==> src/rtl/dmem_arbiter.sv <==
// dmem_arbiter: two-port arbiter in front of a single-ported data memory.
//
// Port 0 (CPU load/store) and port 1 (debug/DMA) each issue word requests.
// At most one transaction is in flight. Each transaction goes IDLE -> ACCESS
// -> RESP, so the arbiter handles one access every three cycles. When both
// ports request at once, the port that was not granted last wins.
//
// Ports
//   clk, reset            clock; synchronous active-high reset
//   reqN, weN, addrN,     request, write enable, word address and write data
//   wdataN                for port N; held stable until ackN
//   ackN, errN, rdataN    one-cycle completion, out-of-range flag, read data
//   MemRead, MemWrite     memory strobes, asserted only during ACCESS
//   ALUOut, reg2data      memory address and write data (0 outside ACCESS)
//   memout                memory read data, combinational from ALUOut/MemRead
module dmem_arbiter #(
  parameter int DEPTH = 200,
  parameter int AW    = 32
) (
  input  logic          clk,
  input  logic          reset,
  input  logic          req0,
  input  logic          req1,
  input  logic          we0,
  input  logic          we1,
  input  logic [AW-1:0] addr0,
  input  logic [AW-1:0] addr1,
  input  logic [31:0]   wdata0,
  input  logic [31:0]   wdata1,
  output logic          ack0,
  output logic          ack1,
  output logic          err0,
  output logic          err1,
  output logic [31:0]   rdata0,
  output logic [31:0]   rdata1,
  output logic          MemRead,
  output logic          MemWrite,
  output logic [AW-1:0] ALUOut,
  output logic [31:0]   reg2data,
  input  logic [31:0]   memout
);

  typedef enum logic [1:0] {IDLE, ACCESS, RESP} state_t;

  // One extra bit so DEPTH == 2**AW still compares correctly.
  localparam logic [AW:0] DEPTH_W = (AW+1)'(DEPTH);

  state_t        state_q;
  logic          sel_q, last_q;
  logic          we_q, in_range_q;
  logic          mem_read_q, mem_write_q;
  logic [AW-1:0] alu_out_q;
  logic [31:0]   reg2data_q;
  logic          ack0_q, ack1_q, err0_q, err1_q;
  logic [31:0]   rdata0_q, rdata1_q;

  // Grant decision and the granted port's request fields.
  logic          sel_d;
  logic [AW-1:0] g_addr;
  logic [31:0]   g_wdata;
  logic          g_we;
  logic          g_in_range;

  always_comb begin
    // NOTE: every always_comb output gets a default first so no path leaves it unassigned and infers a latch.
    sel_d = sel_q;
    if (req0 && !req1)      sel_d = 1'b0;
    else if (req1 && !req0) sel_d = 1'b1;
    else if (req0 && req1)  sel_d = ~last_q;   // tie: alternate with last grant

    g_addr     = sel_d ? addr1  : addr0;
    g_wdata    = sel_d ? wdata1 : wdata0;
    g_we       = sel_d ? we1    : we0;
    g_in_range = ({1'b0, g_addr} < DEPTH_W);
  end

  // NOTE: all state below is sequential and updated with non-blocking assignments only.
  always_ff @(posedge clk) begin
    if (reset) begin
      state_q     <= IDLE;
      sel_q       <= 1'b0;
      last_q      <= 1'b1;                     // port 0 wins the first tie
      we_q        <= 1'b0;
      in_range_q  <= 1'b0;
      mem_read_q  <= 1'b0;
      mem_write_q <= 1'b0;
      alu_out_q   <= '0;
      reg2data_q  <= '0;
      ack0_q      <= 1'b0;
      ack1_q      <= 1'b0;
      err0_q      <= 1'b0;
      err1_q      <= 1'b0;
      rdata0_q    <= '0;
      rdata1_q    <= '0;
    end else begin
      unique case (state_q)
        IDLE: begin
          if (req0 || req1) begin
            state_q     <= ACCESS;
            sel_q       <= sel_d;
            last_q      <= sel_d;
            we_q        <= g_we;
            in_range_q  <= g_in_range;
            // Strobes, address and data are registered on grant so they are
            // clean for the whole ACCESS cycle; out-of-range never strobes.
            mem_write_q <= g_we & g_in_range;
            mem_read_q  <= ~g_we & g_in_range;
            alu_out_q   <= g_addr;
            reg2data_q  <= g_wdata;
          end
        end
        ACCESS: begin
          state_q     <= RESP;
          mem_read_q  <= 1'b0;
          mem_write_q <= 1'b0;
          alu_out_q   <= '0;
          reg2data_q  <= '0;
          // Reads capture memout (or 0 when out of range); writes keep rdata.
          if (sel_q) begin
            ack1_q <= 1'b1;
            err1_q <= ~in_range_q;
            if (!we_q) rdata1_q <= in_range_q ? memout : 32'h0;
          end else begin
            ack0_q <= 1'b1;
            err0_q <= ~in_range_q;
            if (!we_q) rdata0_q <= in_range_q ? memout : 32'h0;
          end
        end
        RESP: begin
          state_q <= IDLE;
          ack0_q  <= 1'b0;
          ack1_q  <= 1'b0;
          err0_q  <= 1'b0;
          err1_q  <= 1'b0;
        end
        default: state_q <= IDLE;
      endcase
    end
  end

  assign ack0     = ack0_q;
  assign ack1     = ack1_q;
  assign err0     = err0_q;
  assign err1     = err1_q;
  assign rdata0   = rdata0_q;
  assign rdata1   = rdata1_q;
  assign MemRead  = mem_read_q;
  // The memory commits on the same edge that samples reset, so the write
  // strobe is masked by reset directly to abort a write in flight.
  assign MemWrite = mem_write_q & ~reset;
  assign ALUOut   = alu_out_q;
  assign reg2data = reg2data_q;

endmodule

==> config.mk <==
export PLATFORM = sky130hd
export DESIGN_NAME = dmem_arbiter
export DESIGN_NICKNAME = d
export VERILOG_FILES = /design/src/rtl/dmem_arbiter.sv
export SDC_FILE = /design/constraint.sdc
export NUM_CORES = 1
export LEC_CHECK = 0
export ABC_AREA = 1
export CAP_MARGIN = 10
export CELL_PAD_IN_SITES_DETAIL_PLACEMENT = 0
export CELL_PAD_IN_SITES_GLOBAL_PLACEMENT = 1
export CORE_MARGIN = 3
export CORE_UTILIZATION = 29
export DETAILED_ROUTE_END_ITERATION = 16
export PLACE_DENSITY = 0.88
export SYNTH_ARGS = -nofsm -noshare
export SYNTH_HDL_FRONTEND = slang
export SYNTH_SLANG_ARGS = --single-unit
==> constraint.sdc <==
create_clock -name clk -period 3.5 [get_ports clk]
set_input_delay 0.35 -clock clk [delete_from_list [all_inputs] [get_ports clk]]
set_output_delay 0.35 -clock clk [all_outputs]
set_load 0.01 [all_outputs]
==> results of run 1 <==
==> layout by cell type, fill, tap and decap left out, drive strengths merged <==
master,instances
o32ai,2
o211ai,1
a21oi,58
or2,2
mux2i,1
clkinvlp,3
nand2,115
nor2,63
inv,51
o31ai,1
bufinv,3
o21ai,158
clkinv,3
nand3b,24
nand3,71
a211oi,10
clkbuf,17
dfxtp,140
buf,12
clkdlybuf4s50,299
==> cell usage after synthesis <==
cell / number
o21ai_0: 149
dfxtp_1: 140
nand2_1: 113
nand3_1: 70
nor2_1: 59
a21oi_1: 58
inv_1: 44
clkbuf_1: 36
nand3b_1: 24
a211oi_1: 10
buf_2: 9
buf_4: 6
o21ai_1: 5
buf_1: 4
nor2_2: 4
buf_6: 3
o21ai_2: 3
o32ai_1: 2
or2_2: 2
clkinv_1: 1
mux2i_1: 1
nand2_2: 1
nand2_4: 1
nand3_2: 1
o211ai_1: 1
o21ai_4: 1
o31ai_1: 1
==> worst min-delay path: cells and delay by family, from the launching register on <==
kind                   cells  cell delay [ps]
flip-flops                 1              310
buffers and inverters      1               50
AO/OA/AOI/OAI              1               50
==> final cells by class <==
cell class / instances / area, um2
Clock inverter: 15 / 201
Inverter: 45 / 170
Fill cell: 1890 / 9510
Tap cell: 260 / 325
Clock buffer: 17 / 425
Multi-Input combinational cell: 506 / 2480
Timing Repair Buffer: 311 / 3110
Sequential cell: 140 / 2800
==> per-layer routing <==
metal  GRT usage [%]  up-vias  part of all wire (%)
met1            21.3     2753                    42
met2            31.1      221                    49
met4            6.49        0                   2.2
met5               0        -                     0
li1                -     3063                     -
met3            5.80       28                   7.4
==> sequential cells by signal, indices dropped and copies added (netlist names) <==
| signal | count |
|---|---|
| ALUOut | 32 |
| MemRead | 1 |
| ack0 | 1 |
| ack1 | 1 |
| err0 | 1 |
| err1 | 1 |
| in_range_q | 1 |
| last_q | 1 |
| mem_write_q | 1 |
| rdata0 | 32 |
| rdata1 | 32 |
| reg2data | 32 |
| sel_q | 1 |
| state_q | 2 |
| we_q | 1 |
==> power by group <==
group,switching (mW),internal (mW)
registers,0.0745,1.73
logic,0.442,0.499
clock network,0.778,1.15
total,1.29,3.38
==> path summary, 6_finish.rpt <==
kind	from	to
setup / recovery	req1	mem_write_q$_SDFFE_PP0P_
hold / removal	ack1$_SDFFE_PP0P_	ack1$_SDFFE_PP0P_
setup reg to reg	state_q[0]$_SDFFE_PP0P_	rdata0[10]$_SDFFE_PP0P_
hold reg to reg	ack1$_SDFFE_PP0P_	ack1$_SDFFE_PP0P_
==> cells by family (layout without fill, tap and decap cells) <==
logic type | count (synthesis) | after routing | share of synthesized area (%)
buffers and inverters | 103 | 388 | 7.76
multiplexers | 1 | 1 | 0.175
flip-flops | 140 | 140 | 49.1
AND/OR/NAND/NOR | 275 | 275 | 21.7
AO/OA/AOI/OAI | 230 | 230 | 21.2
==> results_dict.tcl, run 1 <==
set metrics [dict create \
    cp_num_buf_inv 1 \
    htreeDepth 4 \
    drt_wl_total_um 20000 \
    holdWs_ps 461 \
    period_share_pct 61.2 \
    grt_pass1_wl_um 31200 \
    r2r_slack_ps 1410 \
    critPathKind "input port to flip-flop" \
    ctsLongestPathBuffers 2 \
    clock_sinks 140 \
    n_antenna_cell 0 \
    grt_pass1_vias 5901 \
    path_depth 11 \
    power_mw 4.68 \
    place_congestion 0.805 \
    path_clk_slew_ps 70 \
    fp.dieH_um 146 \
    instances_no_fill 1294 \
    die_w_um 146 \
    drc 0 \
    min_delay_path_depth 2 \
    placed_cells 1262 \
    r2r_cells 9 \
    startpoint_type "input port" \
    final-setup-viol-count 0 \
    fmax_mhz 467 \
    post_cts_resize_count 0 \
    clk_latency_ps 420 \
    synth_top_area_share_pct 49.1 \
    cp_common_cell "nand2_1" \
    vdd_drop_max_mv 0.304 \
    cp_slowest_cell "clkdlybuf4s50_1" \
    arrival_ps 2490 \
    cts_hold_buffers 0 \
    power_density_nw_per_um2 492 \
    row_count 50 \
    grt_max_degree 71 \
    synth.distinct_cells 27 \
    cts_tree "yes" \
    status "finished clean" \
    rsz0062_at_grt "false" \
    final_cell_area_um2 9510 \
    first_pass_iters 5 \
    antenna_found_initial 0 \
    root_buffer "clkbuf_16" \
    syn_avg_cell_area_um2 7.62 \
    overflow 0 \
    synth_area_leaders "dfxtp_1 (49%), o21ai_0 (13%), nand2_1 (7.4%), nand3_1 (6.1%), a21oi_1 (5.1%)" \
    drv_cap 0 \
    grtUsageTotal_pct 18.2 \
    slowest_delay_ps 550 \
    setup_ws_ps 1360 \
    finalMaxSlewViolations 0 \
    pin_count 300 \
    crit_path_end_kind "flip-flop" \
    timing.final.hold_violations 0 \
    power_leakage_nw 3.62 \
    drtAntennaViolNets 0 \
    period_minus_slack_ps 2140 \
    die-area_um2 21400 \
    clock_skew_ps 8.96 \
    slew_headroom_pct 50.1 \
    synth_fp_nets 915 \
    initial_core_util_pct 30.0 \
    place_ws_ps 923 \
    crit_fanout 70 \
    path_cells "clkdlybuf4s50_1, nand2_2, nand2_4, nand2_1, nand2_1, nand2_1, nor2_1, nand2_1, nor2_1, nand2_1, o21ai_1" \
    via_per_inst 4.69 \
    tns_ps 0 \
    path_delay_family "simple AND/OR/NAND/NOR gates" \
    final_util_pct 50.0 \
    dpl_cell_area_um2 8890 \
    ys_seq_elements 140 \
    drive_above_1_share_pct 5.71 \
    core_area_um2 19000 \
    wire_per_inst_um 15.5 \
    port_buffers 299 \
    dr_total_vias 6065 \
    synth.yosys.seq_area_share_pct 49.1 \
    cts_setup_buffers 0 \
    synthCells 749 \
    synth_top_cell_by_area "dfxtp_1" \
    crit_required_ps 3840 \
    synth_area_um2 5710 \
    yosysWarnings 0 \
    drt_iter0_drc 270 \
    area_delta_synth_final_pct 66.7 \
    hpwl_um 14200 \
    hold_class "flip-flop to flip-flop" \
    numCtsBuffers 17 \
    worst_slew_pin_slew_ps 747 \
    fin_nets 1187 \
]
Power figures use the tool's default switching activity.
==> inputs of run 2 (changes only) <==
- CORE_UTILIZATION: 29 -> 24
- PLACE_DENSITY: 0.88 -> 0.78
- clock period: 3.5 -> 1.85 ns (I/O delays scaled with it)
==> run 2 against run 1 <==
Against the previous run: core utilization is 7.4 points lower; die area grew 20%; count of clock-buffer cells in the layout did not move; sequential share of layout area down 0.86 points; sequential power grew 89%; total power is 85% higher; routed wire length is 5.5% higher; largest cell class unchanged; critical path depth down 8; combinational power is 100% higher; flip-flop and latch count stayed put; via count rose by 0.43%; final cell count grew 5.6%; highest routed layer unchanged.
==> results_dict.tcl, run 2 (synthesized netlist as in run 1, its figures left out) <==
set metrics [dict create \
    mostFrequentLayoutCells "clkdlybuf4s50_1 (299), o21ai_0 (149), dfxtp_1 (140)" \
    area_delta_synth_final_pct 71.7 \
    drt_wl_total_um 21100 \
    drive_above_1_share_pct 7.60 \
    crit_start "mem_write_q$_SDFFE_PP0P_" \
    drc 0 \
    grtUsageTotal_pct 15.9 \
    critPathKind "flip-flop to primary output" \
    final-setup-viol-count 0 \
    clock_skew_ps 9.51 \
    wire_per_inst_um 15.5 \
    timing.final.hold_violations 0 \
    path_cells "inv_1, nor2_1, clkdlybuf4s50_1" \
    slowest_delay_ps 600 \
    fp.dieH_um 160 \
    port_buffers 299 \
    clock_sinks 140 \
    core_area_um2 23000 \
    drt_iter0_drc 316 \
    grt_pass1_wl_um 32600 \
    htreeDepth 4 \
    first_pass_iters 6 \
    crit_path_end_kind "primary output" \
    drtAntennaViolNets 0 \
    clk_latency_ps 420 \
    startpoint_type "flip-flop" \
    cp_slowest_cell "clkdlybuf4s50_1" \
    power_density_nw_per_um2 885 \
    crit_fanout 2 \
    power_leakage_nw 3.73 \
    crit_end "MemWrite" \
    worst_slew_pin_slew_ps 517 \
    antenna_found_initial 0 \
    r2r_cells 10 \
    r2r_start "sel_q$_SDFFE_PP0P_" \
    path_delay_family "buffers and inverters" \
    drv_cap 0 \
    final_common_cell "clkdlybuf4s50_1" \
    fillers 2388 \
    crit_required_ps 1660 \
    row_count 55 \
    pin_count 300 \
    place_congestion 0.789 \
    path_depth 3 \
    status "finished clean" \
    initial_core_util_pct 24.8 \
    fmax_mhz 601 \
    overflow 0 \
    n_antenna_cell 0 \
    grt_pass1_vias 5911 \
    via_per_inst 4.46 \
    r2r_slack_ps 220 \
    period_minus_slack_ps 1660 \
    numCtsBuffers 17 \
    vdd_drop_max_mv 0.467 \
    dr_total_vias 6091 \
    hold_class "input port to flip-flop" \
    power_mw 8.67 \
    ctsLongestPathBuffers 2 \
    die-area_um2 25700 \
    hpwl_um 15300 \
    cp_num_buf_inv 2 \
    period_share_pct 89.9 \
    die_w_um 160 \
    cts_tree "yes" \
    path_clk_slew_ps 70 \
    grt_max_degree 75 \
    fin_nets 1206 \
    arrival_ps 1480 \
    root_buffer "clkbuf_16" \
    final_util_pct 42.6 \
    r2r-end "in_range_q$_SDFFE_PP0P_" \
    rsz0062_at_grt "false" \
    finalMaxSlewViolations 0 \
    slew_headroom_pct 65.2 \
]
## run 2: cell types whose count changed in the layout (fill, tap and decap cells not counted), moves of 2 or more
cell,delta
clkinv_4,+2
clkinvlp_4,-2
buf_12,+10
clkinv_8,+2
nor2_2,+2
bufinv_16,-3
buf_4,+9
nor2_1,-2
## run 2: worst register-to-register path: stages, from the launching register on
cell	delay (ps)
dfxtp_1	370
o21ai_4	220
buf_12	200
nand3b_1	100
nand2_1	90
nand2_1	50
nor2_1	100
nand2_1	80
nor2_2	140
nand3_1	100
a21oi_1	120
## run 2: through the flow
| step | hold slack [ps] | TNS [ps] | cells | setup slack [ps] | area, um2 |
|---|---|---|---|---|---|
| 3_5_place_dp | 445 | -808 | 1334 | -162 | 9220 |
| 4_1_cts | 321 | 0 | 1366 | 122 | 9790 |
| 2_1_floorplan | 346 | 0 | 749 | 380 | 5710 |
| 3_3_place_gp | 441 | -340 | 1334 | -106 | 9220 |
| 5_1_grt | 342 | 0 | 1366 | 21.6 | 9800 |
| 6_report | 347 | 0 | 1366 | 186 | 9800 |
## run 2: final cells by class
class	instances	area (um2)	area share, %
flip-flops and latches	140	2800	28.6
well taps	313	392	4.00
repair buffers	330	3380	34.4
clock inverters	15	149	1.52
multi-input cells	506	2480	25.4
clock buffers	17	425	4.34
inverters	45	170	1.74
## run 2: worst min-delay path by stage
| stage | startpoint | end | slack (ps) | cells after the start |
|---|---|---|---|---|
| 2_1_floorplan | wdata1[30] | reg2data[30]$_SDFFE_PP0P_ | 350 | 2 |
| 3_3_place_gp | ack1$_SDFFE_PP0P_ | ack1$_SDFFE_PP0P_ | 440 | 2 |
| 3_5_place_dp | ack1$_SDFFE_PP0P_ | ack1$_SDFFE_PP0P_ | 450 | 2 |
| 4_1_cts | memout[21] | rdata1[21]$_SDFFE_PP0P_ | 320 | 3 |
| 5_1_grt | memout[21] | rdata1[21]$_SDFFE_PP0P_ | 340 | 3 |
| 6_report | memout[21] | rdata1[21]$_SDFFE_PP0P_ | 350 | 3 |
## run 2: what timing repair did
item                       in CTS  in global routing
hold buffers                    0                  0
buffers inserted                0                  0
gates resized for setup         0                  2
setup endpoints to repair       0                 15
## run 2: where the power goes
part	total [mW]	internal, mW	switching, mW
sequential	3.42	3.28	0.142
combinational	1.92	1.04	0.873
clock	3.33	1.79	1.54
total	8.67	6.11	2.55
## run 2: metal layers
layer  vias to the layer above  GRT usage (%)  routed length [um]  share of wire (%)
li1                       3101              -                   -                  -
met1                      2763           18.5                8780                 42
met2                       209           27.7               10500                 50
met3                        18           5.60                1510                7.2
met4                         0           4.62                 360                1.7
met5                         -              0                   0                  0
==> inputs of run 3 (changes only) <==
- GPL_ROUTABILITY_DRIVEN: default -> 1
==> results of run 3 <==
Final layout, timing and power as in run 2 (identical DEF).
